### src/rtl/mem_port_arbiter_if.sv
// Bundle of the fetch, data-stage and memory handshake signals around mem_port_arbiter.
// slave is the arbiter's view; master is the view of the stage logic plus memory model.
interface mem_port_arbiter_if #(
    parameter int AW = 32,
    parameter int DW = 32
);
    logic          if_req;
    logic [AW-1:0] if_addr;
    logic [DW-1:0] if_rdata;
    logic          if_ready;

    logic          dm_req;
    logic          dm_we;
    logic [AW-1:0] dm_addr;
    logic [DW-1:0] dm_wdata;
    logic [DW-1:0] dm_rdata;
    logic          dm_ready;

    logic          mem_req;
    logic          mem_we;
    logic [AW-1:0] mem_addr;
    logic [DW-1:0] mem_wdata;
    logic [DW-1:0] mem_rdata;
    logic          mem_ack;

    logic          busy;

    modport slave (
        input  if_req, if_addr, dm_req, dm_we, dm_addr, dm_wdata, mem_rdata, mem_ack,
        output if_rdata, if_ready, dm_rdata, dm_ready,
        output mem_req, mem_we, mem_addr, mem_wdata, busy
    );

    modport master (
        output if_req, if_addr, dm_req, dm_we, dm_addr, dm_wdata, mem_rdata, mem_ack,
        input  if_rdata, if_ready, dm_rdata, dm_ready,
        input  mem_req, mem_we, mem_addr, mem_wdata, busy
    );
endinterface

### src/rtl/mem_port_arbiter.sv
// Arbitrates the single-port unified memory between instruction fetch and the MEM stage.
// Optional fetch anti-starvation guard enabled by defining MEM_ARB_STARVE_GUARD_EN.
module mem_port_arbiter #(
    parameter int AW = 32,
    parameter int DW = 32
`ifdef MEM_ARB_STARVE_GUARD_EN
    ,
    parameter int STARVE_LIMIT = 4
`endif
) (
    input  logic                clk,
    input  logic                rst,
    mem_port_arbiter_if.slave   bus
);

    typedef enum logic [1:0] {
        IDLE    = 2'd0,
        DM_BUSY = 2'd1,
        IF_BUSY = 2'd2
    } state_t;

    state_t        state_q,     state_d;
    logic          mem_req_q,   mem_req_d;
    logic          mem_we_q,    mem_we_d;
    logic [AW-1:0] mem_addr_q,  mem_addr_d;
    logic [DW-1:0] mem_wdata_q, mem_wdata_d;
    logic          if_ready_q,  if_ready_d;
    logic          dm_ready_q,  dm_ready_d;
    logic [DW-1:0] if_rdata_q,  if_rdata_d;
    logic [DW-1:0] dm_rdata_q,  dm_rdata_d;
    logic          busy_q,      busy_d;

    logic          if_elig_s;
    logic          dm_elig_s;
    logic          if_first_s;

`ifdef MEM_ARB_STARVE_GUARD_EN
    localparam logic [2:0] STARVE_MAX = 3'(STARVE_LIMIT);
    logic [2:0]    starve_q, starve_d;
`endif

    // Arbitration, transaction tracking and completion handling
    always_comb begin
        state_d     = state_q;
        mem_req_d   = mem_req_q;
        mem_we_d    = mem_we_q;
        mem_addr_d  = mem_addr_q;
        mem_wdata_d = mem_wdata_q;
        if_ready_d  = 1'b0;
        dm_ready_d  = 1'b0;
        if_rdata_d  = if_rdata_q;
        dm_rdata_d  = dm_rdata_q;

        // A port in its own ready cycle is still showing the old request.
        dm_elig_s = bus.dm_req & ~dm_ready_q;
        if_elig_s = bus.if_req & ~if_ready_q;

`ifdef MEM_ARB_STARVE_GUARD_EN
        starve_d   = starve_q;
        if_first_s = if_elig_s & (starve_q == STARVE_MAX);
`else
        if_first_s = 1'b0;
`endif

        case (state_q)
            IDLE: begin
                if (dm_elig_s && !if_first_s) begin
                    state_d     = DM_BUSY;
                    mem_req_d   = 1'b1;
                    mem_we_d    = bus.dm_we;
                    mem_addr_d  = bus.dm_addr;
                    mem_wdata_d = bus.dm_wdata;
`ifdef MEM_ARB_STARVE_GUARD_EN
                    if (!bus.if_req) begin
                        starve_d = 3'd0;
                    end else if (starve_q != STARVE_MAX) begin
                        starve_d = starve_q + 3'd1;
                    end else begin
                        starve_d = starve_q;
                    end
`endif
                end else if (if_elig_s) begin
                    state_d     = IF_BUSY;
                    mem_req_d   = 1'b1;
                    mem_we_d    = 1'b0;
                    mem_addr_d  = bus.if_addr;
                    mem_wdata_d = {DW{1'b0}};
`ifdef MEM_ARB_STARVE_GUARD_EN
                    starve_d    = 3'd0;
`endif
                end else begin
                    state_d = IDLE;
                end
            end

            DM_BUSY: begin
                if (bus.mem_ack) begin
                    state_d    = IDLE;
                    mem_req_d  = 1'b0;
                    mem_we_d   = 1'b0;
                    dm_ready_d = 1'b1;
                    if (!mem_we_q) begin
                        dm_rdata_d = bus.mem_rdata;
                    end else begin
                        dm_rdata_d = dm_rdata_q;
                    end
                end else begin
                    state_d = DM_BUSY;
                end
            end

            IF_BUSY: begin
                if (bus.mem_ack) begin
                    state_d    = IDLE;
                    mem_req_d  = 1'b0;
                    mem_we_d   = 1'b0;
                    if_ready_d = 1'b1;
                    if_rdata_d = bus.mem_rdata;
                end else begin
                    state_d = IF_BUSY;
                end
            end

            default: begin
                state_d   = IDLE;
                mem_req_d = 1'b0;
                mem_we_d  = 1'b0;
            end
        endcase

        busy_d = (state_d != IDLE);
    end

    // State and output registers with synchronous reset
    always_ff @(posedge clk) begin
        if (rst) begin
            state_q     <= IDLE;
            mem_req_q   <= 1'b0;
            mem_we_q    <= 1'b0;
            mem_addr_q  <= {AW{1'b0}};
            mem_wdata_q <= {DW{1'b0}};
            if_ready_q  <= 1'b0;
            dm_ready_q  <= 1'b0;
            if_rdata_q  <= {DW{1'b0}};
            dm_rdata_q  <= {DW{1'b0}};
            busy_q      <= 1'b0;
`ifdef MEM_ARB_STARVE_GUARD_EN
            starve_q    <= 3'd0;
`endif
        end else begin
            state_q     <= state_d;
            mem_req_q   <= mem_req_d;
            mem_we_q    <= mem_we_d;
            mem_addr_q  <= mem_addr_d;
            mem_wdata_q <= mem_wdata_d;
            if_ready_q  <= if_ready_d;
            dm_ready_q  <= dm_ready_d;
            if_rdata_q  <= if_rdata_d;
            dm_rdata_q  <= dm_rdata_d;
            busy_q      <= busy_d;
`ifdef MEM_ARB_STARVE_GUARD_EN
            starve_q    <= starve_d;
`endif
        end
    end

    assign bus.mem_req   = mem_req_q;
    assign bus.mem_we    = mem_we_q;
    assign bus.mem_addr  = mem_addr_q;
    assign bus.mem_wdata = mem_wdata_q;
    assign bus.if_ready  = if_ready_q;
    assign bus.dm_ready  = dm_ready_q;
    assign bus.if_rdata  = if_rdata_q;
    assign bus.dm_rdata  = dm_rdata_q;
    assign bus.busy      = busy_q;

endmodule

### src/flat_wrapper.sv
// flat-port wrapper written by rule: the top's interface ports become plain ports
module mem_port_arbiter_flat 
#(
    parameter int AW = 32,
    parameter int DW = 32

)
  (clk, rst, bus_if_req, bus_if_addr, bus_dm_req, bus_dm_we, bus_dm_addr, bus_dm_wdata, bus_mem_rdata, bus_mem_ack, bus_if_rdata, bus_if_ready, bus_dm_rdata, bus_dm_ready, bus_mem_req, bus_mem_we, bus_mem_addr, bus_mem_wdata, bus_busy);
  mem_port_arbiter_if #(.AW(AW), .DW(DW)) bus_i ();
  input  logic clk;
  input  logic rst;
  input wire logic [$bits(bus_i.if_req)-1:0] bus_if_req;
  input wire logic [$bits(bus_i.if_addr)-1:0] bus_if_addr;
  input wire logic [$bits(bus_i.dm_req)-1:0] bus_dm_req;
  input wire logic [$bits(bus_i.dm_we)-1:0] bus_dm_we;
  input wire logic [$bits(bus_i.dm_addr)-1:0] bus_dm_addr;
  input wire logic [$bits(bus_i.dm_wdata)-1:0] bus_dm_wdata;
  input wire logic [$bits(bus_i.mem_rdata)-1:0] bus_mem_rdata;
  input wire logic [$bits(bus_i.mem_ack)-1:0] bus_mem_ack;
  output wire logic [$bits(bus_i.if_rdata)-1:0] bus_if_rdata;
  output wire logic [$bits(bus_i.if_ready)-1:0] bus_if_ready;
  output wire logic [$bits(bus_i.dm_rdata)-1:0] bus_dm_rdata;
  output wire logic [$bits(bus_i.dm_ready)-1:0] bus_dm_ready;
  output wire logic [$bits(bus_i.mem_req)-1:0] bus_mem_req;
  output wire logic [$bits(bus_i.mem_we)-1:0] bus_mem_we;
  output wire logic [$bits(bus_i.mem_addr)-1:0] bus_mem_addr;
  output wire logic [$bits(bus_i.mem_wdata)-1:0] bus_mem_wdata;
  output wire logic [$bits(bus_i.busy)-1:0] bus_busy;
  assign bus_i.if_req = bus_if_req;
  assign bus_i.if_addr = bus_if_addr;
  assign bus_i.dm_req = bus_dm_req;
  assign bus_i.dm_we = bus_dm_we;
  assign bus_i.dm_addr = bus_dm_addr;
  assign bus_i.dm_wdata = bus_dm_wdata;
  assign bus_i.mem_rdata = bus_mem_rdata;
  assign bus_i.mem_ack = bus_mem_ack;
  assign bus_if_rdata = bus_i.if_rdata;
  assign bus_if_ready = bus_i.if_ready;
  assign bus_dm_rdata = bus_i.dm_rdata;
  assign bus_dm_ready = bus_i.dm_ready;
  assign bus_mem_req = bus_i.mem_req;
  assign bus_mem_we = bus_i.mem_we;
  assign bus_mem_addr = bus_i.mem_addr;
  assign bus_mem_wdata = bus_i.mem_wdata;
  assign bus_busy = bus_i.busy;
  mem_port_arbiter #(.AW(AW), .DW(DW)) u_core (.clk(clk), .rst(rst), .bus(bus_i));
endmodule
### config.mk
export PLATFORM = sky130hd
export DESIGN_NAME = mem_port_arbiter_flat
export DESIGN_NICKNAME = d
export VERILOG_FILES = /design/src/rtl/mem_port_arbiter_if.sv /design/src/rtl/mem_port_arbiter.sv /design/src/flat_wrapper.sv
export SDC_FILE = /design/constraint.sdc
export NUM_CORES = 1
export LEC_CHECK = 0
export ABC_AREA = 1
export CORE_UTILIZATION = 35
export DETAILED_ROUTE_END_ITERATION = 8
export MAX_ROUTING_LAYER = met4
export PLACE_DENSITY_LB_ADDON = 0.15
export REMOVE_ABC_BUFFERS = 1
export SYNTH_ARGS = -nofsm -noshare
export SYNTH_HDL_FRONTEND = slang
export SYNTH_SLANG_ARGS = --single-unit
### constraint.sdc
create_clock -name clk -period 1.6 [get_ports clk]
set_clock_uncertainty 0.05 [all_clocks]
set_input_delay 0.32 -clock clk [delete_from_list [all_inputs] [get_ports clk]]
set_output_delay 0.32 -clock clk [all_outputs]
set_load 0.1 [all_outputs]
* Word level (Yosys, flattened, before mapping)
Cells that the tools add are included.
Word-level totals: register bits 135, latch bits 0, memory bits (writable) 0, bits in read-only memories 0, input bits 134, output and inout port bits 133, memories kept 0
Cells by class: add/sub/neg operators 0, multiply operators 0, div/mod/pow operators 0, $lt $le $gt $ge 0, equality and inequality tests 4, shifts and indexed selects 0, muxes and demuxes 17, bitwise logic cells 7, reduce and logical (&&, ||, !) cells 10
Operators by type and width (count):
- $mux W32 | 4
- $mux W1 | 7
- $mux W2 | 3
- $pmux W2 S3 | 1
- $reduce_and A2 Y1 | 3
- $reduce_or A2 Y1 | 3
- $not A1 Y1 | 5
- $pmux W1 S2 | 2
- $reduce_bool A2 Y1 | 2
- $ne A3 B1 Y1 const B | 1
- $reduce_and A3 Y1 | 1
- $and A1 B1 Y1 | 2
- $eq A2 B1 Y1 const B | 1
- $eq A2 B2 Y1 const B | 1
- $logic_not A2 Y1 | 1
- $ne A2 B1 Y1 const B | 1

* Depth between registers and ports, before layout
Gate-level depths: netlist (run 1).
depth in word-level cells 6, depth in mapped cells 8, depth with buffers taken out 8

* Least setup slack after synthesis (run 1)
No wires, ideal clock.
kind flip-flop to flip-flop, from register u_core.if_ready_q (netlist: u_core.bus.if_ready), to register u_core.mem_wdata_q[24] (netlist: u_core.bus.mem_wdata[24]), library setup time 70 ps, data arrival time 1800 ps, data required time 1480 ps, path slack -320 ps, cell stages (with the launch flop) 6, path buffers 1, path through dfxtp_1 -> nor2_1 -> nand2_2 -> clkbuf_1 -> nand3_1 -> a21oi_1
Between the ends: word-level cells in the longest chain between the ends 4
Ends and longest elaborated chain:
- start, declared | line mem_port_arbiter.sv:27 | logic if_ready_q, if_ready_d;
- start signal, assigned | line mem_port_arbiter.sv:156 | if_ready_q <= if_ready_d;
- $not A1 Y1 | line mem_port_arbiter.sv:56 | if_elig_s = bus.if_req & ~if_ready_q;
- $and A1 B1 Y1 | line mem_port_arbiter.sv:56
- $reduce_bool A2 Y1 (no line)
- $reduce_and A2 Y1 (no line)
- end signal, assigned | line mem_port_arbiter.sv:141 | mem_wdata_q <= {DW{1'b0}};
- end signal, assigned | line mem_port_arbiter.sv:155 | mem_wdata_q <= mem_wdata_d;
- end, declared | line mem_port_arbiter.sv:26 | logic [DW-1:0] mem_wdata_q, mem_wdata_d;
No other way between the ends. A chain may end at the register's enable or synchronous reset.

* Worst setup path after layout (run 1)
from register u_core.state_q[0], to register u_core.mem_wdata_q[28] (netlist: u_core.bus.mem_wdata[28])
Between the ends: word-level cells in the longest chain between the ends 2
Ends and longest elaborated chain:
- start, declared | line mem_port_arbiter.sv:22 | state_t state_q, state_d;
- start signal, assigned | line mem_port_arbiter.sv:151 | state_q <= state_d;
- $logic_not A2 Y1 | line mem_port_arbiter.sv:65 | case (state_q)
- $reduce_and A2 Y1 (no line)
No other way between the ends.

==> run_results.csv, run 1 <==
group,metric,value,unit
clock_network,cts_tree,"built",
die,num_rows,44,
sta,hold_slack,402.5,ps
sta,fin_crit,1481,ps
grt,global_route.usage.met3,7.097,%
worst_hold_path,min_path_cells,3,
layout,most_frequent_cells_in_the_layout,"nor2_1 (197), buf_12 (144), nand2_1 (142), dfxtp_1 (135), clkdlybuf4s50_1 (133)",
die,floorplan.initialDensity,35.82,%
clock_network,clk_transition_reported_paths,60,ps
routing,first_pass_iters,4,
layout,layout.cells.most_common,"nor2_1",
routing,drt-vias-per-instance,4.701,
place,placement.io_buffers,266,
logic_synthesis,portion_of_the_post_synthesis_area_used_by_sequential_elements,52.11,%
logic_synthesis,synthesis.area,0.005186,mm²
sta,hold_violations,0,
grt,initial_antenna_violation_count,0,
logic_synthesis,yosys_most_used_dff,"dfxtp_1",
layout,drive_above_1_share,20.69,%
logic_synthesis,synthDominantCellAreaShare,52.11,%
place,routabilityCongestion,0.7606,
sta,timing.fmax,675.1,MHz
logic_synthesis,synth.ff_latch_count,135,
routing,drtAntennaViolNets,0,
power_and_ir_drop,leakage,4.313,nW
layout,diodes,0,
logic_synthesis,synth.distinct_cells,18,
setup_path,critical_path_required,1880,ps
worst_hold_path,min_to,"u_core.bus.mem_wdata[22]",
grt,groute.usage.overall,23.28,%
grt,pin_count_of_the_biggest_net_entering_global_routing,61,
logic_synthesis,yosys_warnings,0,
setup_path,worst-setup-path-type,"register to register",
routing,first_iter_violations,337,
clock_network,insertion_delay,420,ps
power_and_ir_drop,peakVddDrop,0.8498,mV
die,chipHeight,123.7,µm
logic_synthesis,number_of_standard_cells_after_synthesis,713,
sta,worstMarginPinSlew,275.8,ps
logic_synthesis,netlist_top_cells_area,"dfxtp_1 (52%), nor2_1 (14%), nand2_1 (10%)",
clock_network,cts_made_buffers,17,
worst_hold_path,hold_path.startpoint,"bus_dm_wdata[22]",
setup_path,endpoint_of_the_worst_slack_reg_to_reg_timing_path,"u_core.bus.mem_wdata[28]",
sta,layout_worst_path_cycle_share,92.58,%
layout,nets,1116,
place,detailedPlacementHpwl,12030,µm
setup_path,timing.reg2reg.worst_path_depth,7,
logic_synthesis,synth_edf_count,0,
grt,grt_pass1_vias,5475,
routing,via_count,5524,
setup_path,critPathMaxFanout,5,
setup_path,worst_setup_path_end_kind,"register",
logic_synthesis,async_reset_ff_share,0,%
grt,grt_overflow_total,0,
routing,drc_violation_count_after_routing,0,
sta,fin_ws,118.6,ps
routing,avgRoutedWirePerCell,14.61,µm
grt,global_route.usage.met1,25.03,%
logic_synthesis,synth_area_per_cell,7.274,µm²
run,drv.max_cap_violation_count,0,
place,placement.setup.worst_slack,-145.3,ps
grt,global_route.peak_usage_layer,"met2",
sta,timing.max_slew.rel_slack,81.62,%
power_and_ir_drop,powerDensity,1205,mW/mm²
sta,setup_viol_count_final,0,
worst_hold_path,min-delay-path-class,"primary input to register",
setup_path,setup.worst_path.start_class,"register",
sta,final-max-slew-violation-count,0,
clock_network,h-tree-depth,4,
status,outcome,"finished, final reports clean",
clock_network,cts_post_setup_buffers_inserted,0,
setup_path,arrival,1770,ps
clock_network,cell_chosen_for_the_clock_root,"clkbuf_16",
setup_path,startpoint_of_the_worst_slack_reg_to_reg_timing_path,"u_core.state_q[0]",
die,core_area,0.01448,mm²
logic_synthesis,synthDominantAreaCellType,"dfxtp_1",
clock_network,ctsLongestPathBuffers,2,
layout,areaGrowthSynthToFinish,97.30,%
grt,global_route.usage.met2,39.48,%
die,design.die.area,0.01531,mm²
sta,grt_setup_unrepaired,"true",
die,die_width,123.7,µm
power_and_ir_drop,post_layout_total_power,12.33,mW
die,ioPinCount,267,
routing,route.final.wire_length,17170,µm
clock_network,clock_sinks,135,
setup_path,rrSetupSlack,120,ps
grt,grt_first_pass_wirelength,26470,µm
[final cells by class]
type / count / area [µm²]
timing repair buffer: 293 / 4359
fill: 1115 / 4247
sequential: 135 / 2703
multi-input combinational: 517 / 2225
clock buffer: 20 / 466.7
tap: 184 / 230.2
clock inverter: 12 / 196.4
inverter: 14 / 52.55
[metal layers]
metal | vias to the layer above | wire (µm)
li1 | 2802 | -
met5 | - | 0
met1 | 2519 | 7029
met2 | 173 | 8569
met3 | 30 | 1139
met4 | 0 | 426
[worst max-delay path, cell delays in order (launching register included)]
cell,delay [ps]
dfxtp_1,370
inv_1,80
ha_2,230
nand2_2,100
buf_4,170
buf_4,130
nand3_1,80
a21oi_1,190
[how the worst max path moves through the flow]
stage                      startpoint                        to  slack, ps  depth (start not counted)
floorplan           u_core.bus.mem_we    u_core.bus.dm_rdata[0]      -1010                          4
global placement           bus_if_req   u_core.bus.mem_addr[31]       -120                          9
detailed placement         bus_if_req   u_core.bus.mem_addr[31]       -150                          9
CTS                 u_core.state_q[0]  u_core.bus.mem_wdata[28]         10                          6
global route        u_core.state_q[0]         u_core.bus.mem_we         -9                          9
finish              u_core.state_q[0]  u_core.bus.mem_wdata[28]        120                          7
[stage by stage]
stage | cells | utilization, % | instance area [µm²] | TNS, ps
after floorplan | 666 | - | 4965 | -93960
after global placement | 1142 | 65.78 | 9524 | -8079
after detailed placement | 1142 | 65.78 | 9524 | -10610
after CTS | 1174 | 70.39 | 10190 | 0
after global routing | 1175 | 70.67 | 10230 | -9.069
final | 1175 | 70.67 | 10230 | 0
[cell families after synthesis]
logic type,Yosys count,synth area share [%]
adders and majority gates,4,0.9651
and+or+nand+nor,382,29.00
AOI/OAI and AO/OA,131,12.64
DFF,135,52.11
buffers and inverters,61,5.283
[synth_stat cells (6+ instances only)]
cell and n:
clkbuf_1 22, nand2_1 142, buf_2 18, dfxtp_1 135, buf_4 6, nor2_1 198, o21ai_0 90, o21ai_1 7
a21oi_1 34, nand3_1 36, inv_1 10
[flip-flops by register name, summed over array words and instances (netlist names)]
register and count:
u_core.bus.mem_wdata 32, u_core.state_q 2, u_core.bus.dm_rdata 32, u_core.bus.busy 1
u_core.bus.if_rdata 32, u_core.bus.mem_addr 32, u_core.bus.if_ready 1, u_core.bus.dm_ready 1
u_core.bus.mem_req 1, u_core.bus.mem_we 1
[report_power, final]
group | leakage [nW] | switching [mW] | internal, mW
logic | 2.89 | 2.54 | 1.55
registers | 1.11 | 0.258 | 3.62
clock network | 0.318 | 1.48 | 2.89
total | 4.31 | 4.28 | 8.05
[repair_timing]
item / in CTS / in global routing
hold buffers: 0 / 0
setup endpoints to repair: 2 / 38
pin swaps: 0 / 1
cloned: 0 / 1
gates resized for setup: 1 / 5
Note: power is estimated with default switching activity, not from simulation.
==> run 2, diff against run 1 <==
--- a/config.mk
+++ b/config.mk
@@ -6,8 +6,11 @@
 export NUM_CORES = 1
 export LEC_CHECK = 0
 export ABC_AREA = 1
+export CELL_PAD_IN_SITES_DETAIL_PLACEMENT = 0
+export CELL_PAD_IN_SITES_GLOBAL_PLACEMENT = 1
 export CORE_UTILIZATION = 35
 export DETAILED_ROUTE_END_ITERATION = 8
+export DONT_BUFFER_PORTS = 1
 export MAX_ROUTING_LAYER = met4
 export PLACE_DENSITY_LB_ADDON = 0.15
 export REMOVE_ABC_BUFFERS = 1
==> run_results.csv, run 2 (synthesized netlist as in run 1, its figures left out) <==
group,metric,value,unit
status,outcome,"finished, final reports clean",
sta,timing.fmax,660.0,MHz
die,ioPinCount,267,
sta,timing.max_slew.rel_slack,75.36,%
layout,stdcell_count,1104,
layout,nets,1045,
clock_network,clk_transition_reported_paths,60,ps
clock_network,cts_made_buffers,17,
die,design.die.area,0.01531,mm²
setup_path,arrival,1150,ps
layout,layout.cells.most_common,"nor2_1",
power_and_ir_drop,comb_pwr_share,29.7,%
power_and_ir_drop,power.sequential.fraction,33.4,%
die,floorplan.initialDensity,35.82,%
layout,postLayoutCellArea,0.007828,mm²
worst_hold_path,min-delay-path-class,"primary input to register",
place,routabilityCongestion,0.7853,
grt,grt_first_pass_wirelength,23850,µm
grt,grt_overflow_total,0,
clock_network,cts_tree,"built",
routing,first_iter_violations,272,
die,die_width,123.7,µm
place,detailedPlacementHpwl,10340,µm
die,core_area,0.01448,mm²
routing,drc_violation_count_after_routing,0,
clock_network,cell_chosen_for_the_clock_root,"clkbuf_16",
setup_path,max_stage_delay,400,ps
clock_network,insertion_delay,410,ps
setup_path,worst-setup-path-type,"register to output pin",
setup_path,setup.worst_path.start_class,"register",
clock_network,ctsLongestPathBuffers,2,
sta,tns,0,ps
power_and_ir_drop,clkPwrFrac,36.9,%
routing,route.final.wire_length,16210,µm
power_and_ir_drop,power_switching_share,36.89,%
grt,groute.usage.overall,21.16,%
clock_network,clock_sinks,135,
power_and_ir_drop,powerDensity,1416,mW/mm²
layout,seq_area,0.002703,mm²
power_and_ir_drop,leakage,3.619,nW
clock_network,h-tree-depth,4,
layout,num-fill-cells,1380,
power_and_ir_drop,power.internal,6.997,mW
layout,drive_above_1_share,22.17,%
sta,fin_ws,84.85,ps
place,placement.io_buffers,0,
run,drv.max_cap_violation_count,0,
setup_path,critical_path_required,1230,ps
worst_hold_path,min_path_cells,2,
sta,hold_slack,21.72,ps
sta,layout_worst_path_cycle_share,94.70,%
grt,grt_pass1_vias,4996,
layout,multi_input_comb_area,0.002245,mm²
sta,worstMarginPinSlew,369.7,ps
routing,avgRoutedWirePerCell,14.68,µm
place,placement.setup.worst_slack,-322.6,ps
sta,grt_setup_unrepaired,"false",
layout,most_frequent_cells_in_the_layout,"nor2_1 (197), buf_4 (147), nand2_1 (142), dfxtp_1 (135), o21ai_0 (90)",
setup_path,critPathMaxFanout,3,
layout,areaGrowthSynthToFinish,50.93,%
grt,initial_antenna_violation_count,0,
sta,final-max-slew-violation-count,0,
sta,fin_crit,1515,ps
setup_path,worst_path_dominant_cell_family,"flip-flops",
die,num_rows,44,
routing,drt-vias-per-instance,4.844,
setup_path,timing.reg2reg.worst_path_depth,8,
place,detailed_place.area,0.006459,mm²
power_and_ir_drop,p_switching,4.089,mW
grt,pin_count_of_the_biggest_net_entering_global_routing,55,
place,placed_cells,1003,
routing,via_count,5348,
layout,diodes,0,
setup_path,critPathSlowestCell,"dfxtp_1",
routing,drtAntennaViolNets,0,
power_and_ir_drop,peakVddDrop,0.6869,mV
setup_path,worstPathBufferInverterCount,1,
setup_path,path_cells,"buf_4",
power_and_ir_drop,post_layout_total_power,11.09,mW
setup_path,instance_count_on_the_critical_path,1,
die,chipHeight,123.7,µm
routing,first_pass_iters,4,
sta,setup_viol_count_final,0,
sta,hold_violations,0,
layout,finalCoreUtilization,54.06,%
setup_path,worst_setup_path_end_kind,"output pin",
==> run 2: changes by cell type in the layout (fill, tap and decap cells not counted), sizes merged <==
cell,change
clkinvlp,+1
clkbuf,+2
dlygate4sd3,+63
bufinv,-2
clkinv,-1
buf,-1
clkdlybuf4s50,-133
==> run 2: final cells by class <==
class,count,share of cell area (%)
multi-input cells,517,28.68
clock buffers,22,6.186
flip-flops and latches,135,34.53
clock inverters,10,1.822
inverters,14,0.6714
well taps,184,2.941
repair buffers,222,25.18
==> run 2: worst register-to-register path: cells and delay by family, from the launching register on <==
kind / cells / cell delay (ps)
simple gates: 2 / 260
fa+ha+maj: 1 / 190
flops: 1 / 310
buf+inv: 4 / 480
compound gates: 1 / 150
==> run 2: timing repair <==
item | CTS | global route
endpoints found under the hold margin | 72 | 1
setup endpoints to repair | 67 | 89
setup buffers | 2 | 2
gates cloned | 0 | 1
pin swaps | 1 | 1
hold buffers | 63 | 1
gates resized for setup | 3 | 5
==> run 2: worst paths after layout <==
check / startpoint / endpoint / slack [ps]
max: u_core.bus.dm_ready / bus_dm_ready / 80
min: bus_mem_rdata[4] / u_core.bus.if_rdata[4] / 20
max reg2reg: u_core.state_q[0] / u_core.bus.mem_wdata[8] / 100
min reg2reg: u_core.bus.mem_wdata[11] / u_core.bus.mem_wdata[11] / 430
==> run 2: per-layer routing <==
layer / vias to the layer above / GRT usage [%] / part of all wire, %
li1: 2667 / - / -
met1: 2433 / 22.39 / 40
met2: 217 / 36.53 / 49
met3: 31 / 5.861 / 7.9
met4: 0 / 9.714 / 2.7
met5: - / - / 0
==> run 2: power groups by stage <==
stage	sequential [mW]	clock (mW)	combinational, mW
2_1_floorplan	5.58	0	0.559
3_3_place_gp	3.76	0	3.07
3_5_place_dp	3.77	0	3.09
4_1_cts	3.70	4.20	3.26
5_1_grt	3.72	4.34	3.46
6_report	3.70	4.09	3.29
